<file path="config.mk">
export PLATFORM = sky130hd
export DESIGN_NAME = countdown_timer_mmss
export DESIGN_NICKNAME = d
export VERILOG_FILES = /design/src/rtl/timer_pkg.sv /design/src/rtl/counter_4bit_down.sv /design/src/rtl/countdown_timer_mmss.sv
export SDC_FILE = /design/constraint.sdc
export NUM_CORES = 1
export LEC_CHECK = 0
export ABC_CLOCK_PERIOD_IN_PS = 4900
export BUFFER_PORTS_ARGS = -buffer_cell sky130_fd_sc_hd__buf_4
export CORE_MARGIN = 2
export CORE_UTILIZATION = 45
export DETAILED_ROUTE_END_ITERATION = 7
export GPL_ROUTABILITY_DRIVEN = 0
export PLACE_DENSITY = 0.85
export RECOVER_POWER = 50
export SYNTH_ARGS = -nofsm -noshare
export SYNTH_HDL_FRONTEND = slang
export SYNTH_HIERARCHICAL = 1
export SYNTH_SLANG_ARGS = --single-unit
</file>
<file path="constraint.sdc">
create_clock -name clk -period 4.9 [get_ports clk]
set_input_delay 0.245 -clock clk [delete_from_list [all_inputs] [get_ports clk]]
set_output_delay 0.245 -clock clk [all_outputs]
set_load 0.01 [all_outputs]
</file>
<file path="src/rtl/timer_pkg.sv">
// Shared types and digit limits for the MM:SS countdown timer.
package timer_pkg;

    typedef enum logic [1:0] {
        IDLE,
        RUN,
        PAUSE,
        DONE
    } timer_state_t;

    localparam logic [3:0] ONES_MAX = 4'd9;
    localparam logic [3:0] TENS_MAX = 4'd5;

endpackage

</file>
<file path="src/rtl/counter_4bit_down.sv">
// One BCD down-counting digit; wraps to MAX on borrow and saturates loads at MAX.
module counter_4bit_down #(
    parameter logic [3:0] MAX
) (
    input  logic       reset,
    input  logic       clk,
    input  logic       load,
    input  logic [3:0] load_value,
    input  logic       borrow_in,
    output logic [3:0] value,
    output logic       zero
);

    logic [3:0] value_q;
    logic [3:0] value_d;

    always_comb begin
        value_d = value_q;
        if (load) begin
            value_d = (load_value > MAX) ? MAX : load_value;
        end else if (borrow_in) begin
            value_d = (value_q == 4'd0) ? MAX : value_q - 4'd1;
        end
    end

    always_ff @(posedge clk) begin
        if (reset) begin
            value_q <= 4'd0;
        end else begin
            value_q <= value_d;
        end
    end

    assign value = value_q;
    assign zero  = (value_q == 4'd0);

endmodule

</file>
<file path="src/rtl/countdown_timer_mmss.sv">
// MM:SS countdown timer: run/pause FSM over a borrow-chained chain of four BCD digits.
module countdown_timer_mmss
    import timer_pkg::*;
(
    input  logic       clk,
    input  logic       reset,
    input  logic       tick,
    input  logic       load,
    input  logic [3:0] load_min_t,
    input  logic [3:0] load_min_o,
    input  logic [3:0] load_sec_t,
    input  logic [3:0] load_sec_o,
    input  logic       start,
    input  logic       pause,
    output logic [3:0] min_t,
    output logic [3:0] min_o,
    output logic [3:0] sec_t,
    output logic [3:0] sec_o,
    output logic       running,
    output logic       expired,
    output logic       done
);

    timer_state_t state_q;
    timer_state_t state_d;
    logic         done_q;
    logic         done_d;
    logic         dec;

    logic zero_so;
    logic zero_st;
    logic zero_mo;
    logic zero_mt;
    logic b_st;
    logic b_mo;
    logic b_mt;
    logic count_zero;
    logic last_sec;

    // Each digit borrows only when every lower digit is sitting at zero.
    assign b_st = dec & zero_so;
    assign b_mo = b_st & zero_st;
    assign b_mt = b_mo & zero_mo;

    assign count_zero = zero_mt & zero_mo & zero_st & zero_so;
    assign last_sec   = zero_mt & zero_mo & zero_st & (sec_o == 4'd1);

    counter_4bit_down #(.MAX(ONES_MAX)) u_sec_o (
        .reset      (reset),
        .clk        (clk),
        .load       (load),
        .load_value (load_sec_o),
        .borrow_in  (dec),
        .value      (sec_o),
        .zero       (zero_so)
    );

    counter_4bit_down #(.MAX(TENS_MAX)) u_sec_t (
        .reset      (reset),
        .clk        (clk),
        .load       (load),
        .load_value (load_sec_t),
        .borrow_in  (b_st),
        .value      (sec_t),
        .zero       (zero_st)
    );

    counter_4bit_down #(.MAX(ONES_MAX)) u_min_o (
        .reset      (reset),
        .clk        (clk),
        .load       (load),
        .load_value (load_min_o),
        .borrow_in  (b_mo),
        .value      (min_o),
        .zero       (zero_mo)
    );

    counter_4bit_down #(.MAX(TENS_MAX)) u_min_t (
        .reset      (reset),
        .clk        (clk),
        .load       (load),
        .load_value (load_min_t),
        .borrow_in  (b_mt),
        .value      (min_t),
        .zero       (zero_mt)
    );

    always_comb begin
        state_d = state_q;
        done_d  = 1'b0;
        dec     = 1'b0;
        if (load) begin
            state_d = IDLE;
        end else if (pause && state_q == RUN) begin
            state_d = PAUSE;
        end else if (start && (state_q == IDLE || state_q == PAUSE)) begin
            if (count_zero) begin
                state_d = DONE;
                done_d  = 1'b1;
            end else begin
                state_d = RUN;
            end
        end else if (tick && state_q == RUN) begin
            dec = 1'b1;
            if (last_sec) begin
                state_d = DONE;
                done_d  = 1'b1;
            end
        end
    end

    always_ff @(posedge clk) begin
        if (reset) begin
            state_q <= IDLE;
            done_q  <= 1'b0;
        end else begin
            state_q <= state_d;
            done_q  <= done_d;
        end
    end

    assign running = (state_q == RUN);
    assign expired = (state_q == DONE);
    assign done    = done_q;

endmodule

</file>
==> out/qor.csv, run 1 <==
stage;metric;value;unit
drt;Pre-Repair DR Iteration Count;4;
clocking;H-tree levels;1;
logic_synthesis;syn_nets;145;
logic_synthesis;Synth area leaders;dfxtp_1 (34%), nor2_1 (5.3%), nand2b_4 (4.9%);
power_and_ir_drop;power density over cell area;228.3;nW/µm²
place;IO Port Bufs;40;
clocking;Worst-Skew Late Latency;300;ps
drt;WL met2;1499;µm
floorplanning;Cell Rows;18;
setup_path;Worst setup EP type;flop;
drt;antenna violation net count after detailed routing;0;
logic_synthesis;Synth Area in Compound Gates;22.53;%
logic_synthesis;Post-Synth Simple-Gate Area;37.62;%
floorplanning;die area;2921;µm²
clocking;CTS tree;built;
drt;WL/cell;14.19;µm
clocking;Num CTS Buffers;3;
drt;routed wl met3;164;µm
drt;DRT iter0 DRCs;24;
sta;Final min period;2083;ps
power_and_ir_drop;Max IR drop VDD;131.2;µV
sta;Rel. slew slack;67.00;%
logic_synthesis;synth unique cells;33;
sta;# setup viols final;0;
drt;drt total wl;2795;µm
drt;vias per cell;5.878;
drt;highest metal used;met4;
clocking;CTS Sinks;19;
floorplanning;IO Pins;41;
cells_and_area;Final Util;58.23;%
place;hpwl dp;2087;µm
logic_synthesis;Syn Std Cell Area;1127;µm²
drt;M1 wire length;1086;µm
run_status;outcome;finished, final reports clean;
clocking;setup bufs post-CTS;0;
logic_synthesis;most frequent cells after synthesis;dfxtp_1 (19), nor2_1 (16), inv_1 (9), nor4_1 (6);
logic_synthesis;Async S/R FF share, synth;0;%
floorplanning;Die X;54.05;µm
run;max-cap viol count;0;
cells_and_area;Post-Layout Inst Area;1416;µm²
clocking;CTS root buf;clkbuf_4;
global_routing;vias in the first global route;1058;
sta;Tcrit/Tclk final;42.50;%
setup_path;startpoint types;flop;
global_routing;largest net degree at the start of global routing;30;
floorplanning;core area;2432;µm²
logic_synthesis;warning count from the yosys run;6;
sta;fin. max-slew vios;0;
sta;Worst Tran Pin Value;490.4;ps
cells_and_area;Post-layout nets;190;
logic_synthesis;Post-synth EDFFs;0;
sta;clock skew;3.227;ps
logic_synthesis;top-count cell post-synth;dfxtp_1;
floorplanning;die height;54.05;µm
clocking;post-CTS sizing;0;
logic_synthesis;Cells after Synth;123;
sta;fmax;480.1;MHz
setup_path;CP Class;reg -> reg;
place;Cell Area, Placed;1465;µm²
cells_and_area;P&R area growth vs syn;25.64;%
sta;RSZ-0062 raised after global routing;false;
clocking;CTS clk-pin slew, worst paths;110;ps
clocking;CTS max path bufs;2;
global_routing;All-Layer GR Usage;21.33;%
logic_synthesis;Synth Flop Type;dfxtp_1;
cells_and_area;layout cells sized above 1;24.55;%
sta;final hold vios;0;
logic_synthesis;Mean Syn Cell Area;9.165;µm²
global_routing;GR Overflow Total;0;
logic_synthesis;cell taking the most area after synthesis;dfxtp_1;
sta;Setup TNS;0;ps
logic_synthesis;post-synth top area share;33.74;%
global_routing;initial antenna violation count;0;
power_and_ir_drop;leakage power;0.5308;nW
worst_hold_path;type of the most critical hold path;in -> reg;
setup_path;Worst EP required;5110;ps
clocking;hold_buf cts;0;
cells_and_area;# diodes;0;
setup_path;r2r setup slk;2820;ps
setup_path;arrival time at the worst endpoint;2290;ps
logic_synthesis;register area share after synthesis;33.74;%
floorplanning;initial core utilization;46.35;%
logic_synthesis;post-synthesis xor/xnor area fraction;3.108;%
drt;DRC Markers;0;
drt;vias;1158;
logic_synthesis;multiplexer share of the synthesized area;0;%
logic_synthesis;adder-cell share of the synthesized area;0;%
setup_path;critical path peak fanout;6;
logic_synthesis;largest family of logic cells by synthesized area;simple AND/OR/NAND/NOR gates;
logic_synthesis;Seq cells post-synth;19;
global_routing;first-pass GRT wire length;4464;µm
[through the flow]
stage          power, mW  instances  hold WS [ps]  setup slack (ps)
2_1_floorplan     0.2119        123         311.2              3038
5_1_grt           0.3406        197         161.9              2522
4_1_cts           0.3338        197         148.0              2782
3_5_place_dp      0.2510        193         475.1              2802
3_3_place_gp      0.2484        193         474.7              2907
6_report          0.3234        197         161.3              2817
[layout make-up]
class	count	area, µm²
Fill cell	225	1016
Multi-Input combinational cell	95	705.7
Sequential cell	19	380.4
Timing Repair Buffer	40	232.7
Tap cell	30	37.54
Inverter	9	33.78
Clock buffer	4	26.28
[cells in the final DEF (no fill, tap or decap), types with 3 or more instances in the layout]
cell type and instances:
nor3b_2 3, clkbuf_4 3, nor2_1 16, nor4_1 6
o31a_1 4, nand3_1 4, a21oi_1 5, buf_4 22
nand2b_4 4, nand2_1 5, a221oi_1 4, inv_1 9
a211oi_1 5, o211ai_1 4, dfxtp_1 19, clkbuf_1 19
a31oi_1 3, nand4_1 4
[where the power goes]
group / total (mW) / switching (mW) / internal, mW
registers: 0.176 / 0.0141 / 0.162
clock network: 0.0816 / 0.0498 / 0.0317
logic: 0.0653 / 0.0324 / 0.0329
[sequential cells by signal (all words and copies together) (netlist names)]
register,count
done,1
state_q,2
u_min_o/value,4
u_min_t/value,4
u_sec_o/value,4
u_sec_t/value,4
[cells by family after synthesis]
family                    count (synthesis)
xor gates and xnor gates                  4
DFF                                      19
AOI/OAI and AO/OA                        33
buffers and inverters                     9
and+or+nand+nor                          58
[critical path: stages (launching register included)]
cell and delay [ps]:
dfxtp_1 380, nor4_1 430, nand4_1 180, nor2_1 350
nor4b_4 290, nor2_1 70, a221oi_1 300
[metal layers]
| metal | global-route usage [%] | vias up |
|---|---|---|
| li1 | - | 564 |
| met1 | 22.69 | 553 |
| met2 | 40.04 | 37 |
| met3 | 2.500 | 4 |
| met4 | 12.08 | 0 |
| met5 | 0 | - |
[final timing paths]
path / startpoint / end / depth (start not counted)
worst max register to register: u_sec_o/value[0] / u_min_t/value[2] / 6
worst min register to register: u_sec_t/value[3] / u_sec_t/value[3] / 1
worst min-delay path: start / state_q[0] / 3
worst max-delay path: u_sec_o/value[0] / u_min_t/value[2] / 6
Note: power is estimated with default switching activity, not from simulation.
==> inputs of run 2 (changes only) <==
--- a/config.mk
+++ b/config.mk
@@ -5,13 +5,13 @@
 export SDC_FILE = /design/constraint.sdc
 export NUM_CORES = 1
 export LEC_CHECK = 0
-export ABC_CLOCK_PERIOD_IN_PS = 4900
+export ABC_CLOCK_PERIOD_IN_PS = 1900
 export BUFFER_PORTS_ARGS = -buffer_cell sky130_fd_sc_hd__buf_4
 export CORE_MARGIN = 2
-export CORE_UTILIZATION = 45
+export CORE_UTILIZATION = 44
 export DETAILED_ROUTE_END_ITERATION = 7
 export GPL_ROUTABILITY_DRIVEN = 0
-export PLACE_DENSITY = 0.85
+export PLACE_DENSITY = 0.86
 export RECOVER_POWER = 50
 export SYNTH_ARGS = -nofsm -noshare
 export SYNTH_HDL_FRONTEND = slang
==> constraint.sdc (replaced) <==
create_clock -name clk -period 1.9 [get_ports clk]
set_input_delay 0.095 -clock clk [delete_from_list [all_inputs] [get_ports clk]]
set_output_delay 0.095 -clock clk [all_outputs]
set_load 0.01 [all_outputs]
==> run 2 against run 1 <==
Sequential power grew to 2.5 times the previous value. Flip-flop and latch count unchanged. Global-route usage decreased by 0.89 points. Largest power group unchanged. Total power rose to 2.7 times the previous value. Clock power grew to 2.6 times the previous value.
==> out/qor.csv, run 2 (synthesized netlist as in run 1, its figures left out) <==
stage;metric;value;unit;change
run_status;outcome;finished, final reports clean;;
drt;vias;1218;;+5.2%
cells_and_area;Final Util;63.81;%;+5.6 points
clocking;CTS Sinks;19;;unchanged
global_routing;initial antenna violation count;0;;unchanged
power_and_ir_drop;Max IR drop VDD;362.6;µV;+180%
drt;drt total wl;3001;µm;+7.4%
worst_hold_path;type of the most critical hold path;in -> reg;;
setup_path;critical path peak fanout;5;;-1
cells_and_area;# diodes;0;;unchanged
global_routing;largest net degree at the start of global routing;30;;unchanged
clocking;CTS tree;built;;
power_and_ir_drop;power density over cell area;556.6;nW/µm²;+140%
global_routing;first-pass GRT wire length;4491;µm;+0.60%
clocking;CTS root buf;clkbuf_4;;
setup_path;ordered list of cells on the worst path;nor4_2, nand2_1, nor2_1, buf_4, nand2b_4, or3_1, a221oi_2;;
setup_path;CP max-delay cell;dfxtp_1;;
sta;clock skew;5.065;ps;+1.838 ps
clocking;Worst-Skew Late Latency;290;ps;about the same
global_routing;met2 usage;33.53;%;-6.5 points
place;hpwl dp;2189;µm;+4.9%
floorplanning;die height;54.62;µm;+1.0%
floorplanning;Cell Rows;18;;unchanged
sta;fmax;564.5;MHz;+18%
global_routing;All-Layer GR Usage;20.43;%;-0.89 points
sta;RSZ-0062 raised after global routing;true;;
global_routing;met1 usage;27.44;%;+4.8 points
clocking;hold_buf cts;0;;unchanged
cells_and_area;layout cells sized above 1;36.16;%;+12 points
drt;DRC Markers;0;;unchanged
sta;Tcrit/Tclk final;93.23;%;+51 points
setup_path;startpoint types;flop;;
clocking;CTS clk-pin slew, worst paths;120;ps;about the same
global_routing;GR Overflow Total;0;;unchanged
floorplanning;IO Pins;41;;unchanged
drt;WL/cell;14.50;µm;+2.2%
setup_path;CP top delay family;simple AND/OR/NAND/NOR gates;;
global_routing;grt peak-use layer;met2;;
clocking;H-tree levels;1;;unchanged
setup_path;crit-path max cell delay;410;ps;-20 ps
floorplanning;die area;2983;µm²;+2.1%
cells_and_area;most frequent cells in the layout;buf_4 (39), dfxtp_1 (19), nor2_1 (16);;
run;max-cap viol count;0;;unchanged
sta;Worst Tran Pin Value;349.9;ps;-140.5 ps
clocking;setup bufs post-CTS;0;;unchanged
setup_path;Worst setup EP type;flop;;
global_routing;vias in the first global route;1033;;-2.4%
place;IO Port Bufs;40;;unchanged
floorplanning;initial core utilization;45.92;%;-0.43 points
sta;Rel. slew slack;76.48;%;+9.5 points
clocking;CTS max path bufs;2;;unchanged
power_and_ir_drop;leakage power;0.6195;nW;+17%
setup_path;CP Class;reg -> reg;;
drt;DRT iter0 DRCs;28;;+17%
sta;Final min period;1771;ps;-311.3 ps
sta;fin. max-slew vios;0;;unchanged
sta;Hold Slack;20.58;ps;-140.7 ps
clocking;Num CTS Buffers;3;;unchanged
drt;antenna violation net count after detailed routing;0;;unchanged
setup_path;Worst EP required;2120;ps;-2990 ps
drt;vias per cell;5.884;;+0.10%
floorplanning;Die X;54.62;µm;+1.0%
drt;Pre-Repair DR Iteration Count;4;;unchanged
setup_path;arrival time at the worst endpoint;1990;ps;-300 ps
cells_and_area;Post-layout nets;200;;+5.3%
floorplanning;core area;2455;µm²;+0.93%
cells_and_area;commonest non-fill, non-tap cell in the layout;buf_4;;
cells_and_area;P&R area growth vs syn;38.96;%;
cells_and_area;Fill cells;203;;-9.8%
global_routing;GR Util met3;2.732;%;+0.23 points
sta;final hold vios;0;;unchanged
setup_path;CP bufs+invs;1;;+1
sta;# setup viols final;0;;unchanged
[run 2: final cells by class]
| class | instances | area (µm²) | area share, % |
|---|---|---|---|
| repair buffers | 50 | 334.1 | 21.33 |
| well taps | 30 | 37.54 | 2.396 |
| flip-flops and latches | 19 | 380.4 | 24.28 |
| multi-input cells | 95 | 754.5 | 48.16 |
| inverters | 9 | 33.78 | 2.157 |
| clock buffers | 4 | 26.28 | 1.677 |
[run 2: path summary, 6_finish.rpt]
kind,slack (ps),startpoint,cells after the start,endpoint
max reg2reg,130,u_min_o/value[0],7,u_min_t/value[1]
min reg2reg,530,u_min_t/value[3],1,u_min_t/value[3]
min,20,start,3,state_q[0]
max,130,u_min_o/value[0],7,u_min_t/value[1]
[run 2: worst register-to-register path: cells and delay by family (launching register included)]
kind                   cells  cell delay (ps)
AOI/OAI and AO/OA          1              220
DFF                        1              410
and+or+nand+nor            5              910
buffers and inverters      1              150
[run 2: timing repair]
item,in CTS,in global routing
endpoints found under the setup margin,1,5
resized for setup,1,6
pin swaps,0,1
[run 2: per-stage QoR]
stage	power, mW	cells	setup TNS (ps)	cell area (µm²)	worst slack [ps]
2_1_floorplan	0.5464	123	0	1127	38.47
3_3_place_gp	0.6557	203	0	1540	121.3
3_5_place_dp	0.6640	203	0	1540	18.70
4_1_cts	0.8695	207	0	1573	49.84
5_1_grt	0.9092	207	-8.458	1567	-8.458
6_report	0.8720	207	0	1567	128.6
[run 2: power by group]
part	internal (mW)	leakage [nW]	switching (mW)	total (mW)
Combinational	0.110	0.448	0.105	0.215
Clock	0.0815	0.0150	0.129	0.210
Sequential	0.419	0.156	0.0280	0.447
Total	0.611	0.620	0.261	0.872
[run 2: per-layer routing]
metal | part of all wire, % | routed length (µm) | up-vias
li1 | - | - | 590
met2 | 51 | 1524 | 44
met3 | 6.2 | 186 | 4
met1 | 42 | 1270 | 580
met5 | 0 | 0 | -
met4 | 0.67 | 20 | 0
==> inputs of run 3 (changes only) <==
--- a/config.mk
+++ b/config.mk
@@ -7,6 +7,7 @@
 export LEC_CHECK = 0
 export ABC_CLOCK_PERIOD_IN_PS = 1900
 export BUFFER_PORTS_ARGS = -buffer_cell sky130_fd_sc_hd__buf_4
+export CORE_ASPECT_RATIO = 0.7
 export CORE_MARGIN = 2
 export CORE_UTILIZATION = 44
 export DETAILED_ROUTE_END_ITERATION = 7
==> run 3 against run 2 <==
Clock power hardly changed. Register-to-register slack hardly changed. Cell area is 1.7% lower. Total power is 1.3% lower. First-iteration DRC count is 43% higher. Sequential share of layout area is 0.41 points higher. Routed wire length is 1.2% higher. Non-clock buffer count is 1 higher. Combinational power is 3% lower. Global-route usage is 0.51 points higher. Largest cell class unchanged.
==> out/qor.csv, run 3 (synthesized netlist as in run 1, its figures left out) <==
stage;metric;value;unit;change
run_status;outcome;finished, final reports clean;;
cells_and_area;Fill cells;224;;+10%
setup_path;critical path peak fanout;4;;-1
global_routing;first-pass GRT wire length;4823;µm;+7.4%
clocking;CTS clk-pin slew, worst paths;110;ps;about the same
sta;Rel. slew slack;77.04;%;+0.56 points
place;Cells after DPL;208;;+2.5%
global_routing;vias in the first global route;1133;;+9.7%
cells_and_area;layout cells sized above 1;32.02;%;-4.1 points
clocking;Num CTS Buffers;3;;unchanged
setup_path;Worst EP required;2110;ps;about the same
floorplanning;Die X;64.50;µm;+18%
global_routing;largest net degree at the start of global routing;29;;-3.3%
floorplanning;die area;2990;µm²;+0.23%
sta;Hold Slack;40.88;ps;+20.30 ps
place;IO Port Bufs;40;;unchanged
sta;RSZ-0062 raised after global routing;false;;
sta;# setup viols final;0;;unchanged
setup_path;startpoint types;flop;;
clocking;CTS max path bufs;2;;unchanged
place;hpwl dp;2334;µm;+6.6%
drt;Pre-Repair DR Iteration Count;4;;unchanged
drt;DRC Markers;0;;unchanged
floorplanning;initial core utilization;46.21;%;+0.28 points
sta;clock skew;7.028;ps;+1.963 ps
drt;WL/cell;14.32;µm;-1.2%
cells_and_area;# diodes;0;;unchanged
cells_and_area;Layout Cells excl Fill;212;;+2.4%
power_and_ir_drop;power density over cell area;558.9;nW/µm²;+0.41%
setup_path;arrival time at the worst endpoint;1980;ps;about the same
floorplanning;IO Pins;41;;unchanged
cells_and_area;Post-layout nets;201;;+0.50%
floorplanning;die height;46.35;µm;-15%
floorplanning;core area;2440;µm²;-0.61%
drt;DRT iter0 DRCs;40;;+43%
cells_and_area;register area;380.4;µm²;unchanged
clocking;CTS root buf;clkbuf_4;;
drt;vias;1185;;-2.7%
power_and_ir_drop;Max IR drop VDD;340.6;µV;-6.1%
cells_and_area;P&R area growth vs syn;36.63;%;
global_routing;initial antenna violation count;0;;unchanged
sta;Setup TNS;0;ps;unchanged
run;max-cap viol count;0;;unchanged
clocking;H-tree levels;1;;unchanged
sta;Tcrit/Tclk final;93.64;%;+0.41 points
sta;Final min period;1779;ps;+7.824 ps
setup_path;Worst setup EP type;flop;;
sta;Worst Tran Pin Value;344.4;ps;-5.527 ps
clocking;CTS tree;built;;
sta;final hold vios;0;;unchanged
drt;vias per cell;5.590;;-5.0%
power_and_ir_drop;leakage power;0.5990;nW;-3.3%
setup_path;r2r startpoint;u_sec_o/value[0];;
setup_path;Critical Path Sink;u_min_t/value[2];;
cells_and_area;commonest non-fill, non-tap cell in the layout;buf_4;;
drt;drt total wl;3036;µm;+1.2%
clocking;hold_buf cts;0;;unchanged
clocking;Worst-Skew Late Latency;300;ps;about the same
global_routing;All-Layer GR Usage;20.94;%;+0.51 points
sta;fmax;562.0;MHz;-0.44%
floorplanning;Cell Rows;15;;-3
cells_and_area;multi-input logic area;740.7;µm²;-1.8%
global_routing;GR Overflow Total;0;;unchanged
setup_path;CP Class;reg -> reg;;
clocking;CTS Sinks;19;;unchanged
setup_path;path depth of the worst reg2reg path;7;;unchanged
cells_and_area;most frequent cells in the layout;buf_4 (33), dfxtp_1 (19), clkbuf_1 (18);;
setup_path;r2r setup slk;120;ps;about the same
drt;antenna violation net count after detailed routing;0;;unchanged
worst_hold_path;type of the most critical hold path;in -> reg;;
setup_path;Worst Setup SP;u_sec_o/value[0];;
sta;fin. max-slew vios;0;;unchanged
setup_path;Crit Reg-Reg Endpoint;u_min_t/value[2];;
run 3: metal layers:
metal	GRT usage (%)	vias to the layer above	part of all wire, %
met2	39.17	35	49
met4	3.830	0	0.13
met1	24.22	559	45
met5	0	-	0
met3	6.846	2	5.6
li1	-	589	-
run 3: cell type report:
cell class	count	area share, %
repair buffers	51	20.47
clock buffers	3	1.462
flip-flops and latches	19	24.70
clock inverters	1	0.3249
inverters	9	2.193
multi-input cells	95	48.09
well taps	34	2.762
run 3: how the worst min path moves through the flow:
stage                        startpoint          endpoint  slack (ps)  cells past startpoint
final                             start        state_q[0]          40                      3
after detailed placement          start        state_q[0]         350                      3
after global placement            start        state_q[0]         320                      3
after CTS                         start        state_q[0]          40                      3
after global routing      load_sec_t[1]  u_sec_t/value[1]          60                      3
after floorplan                   reset  u_min_t/value[1]         160                      1
run 3: what timing repair did:
| action | in CTS | in global routing |
|---|---|---|
| setup buffers | 0 | 0 |
| pin swaps | 0 | 0 |
| gates resized for setup | 1 | 3 |
| hold endpoints to repair | 0 | 0 |
| endpoints found under the setup margin | 1 | 3 |
run 3: worst max-delay path, cell delays in order, from the launching register on:
cell and delay (ps):
dfxtp_1 350, nor4_4 320, nand4_1 150, nor2_1 120, buf_4 150, nor4b_4 230, nor2_1 70, a221oi_1 290
run 3: power by group:
group	switching (mW)	leakage, nW	internal, mW	total, mW
clock network	0.128	0.0177	0.0785	0.207
registers	0.0278	0.156	0.419	0.447
logic	0.103	0.425	0.104	0.208
run 3: through the flow:
stage / setup WS, ps / power, mW / instance area [µm²] / util, %
6_report: 120.8 / 0.8609 / 1540 / 63.13
5_1_grt: 12.94 / 0.9102 / 1540 / 63.13
4_1_cts: 89.25 / 0.8765 / 1587 / 65.03
3_5_place_dp: 15.32 / 0.6675 / 1553 / 63.64
3_3_place_gp: 142.1 / 0.6578 / 1553 / 63.64
2_1_floorplan: 38.47 / 0.5464 / 1127 / -
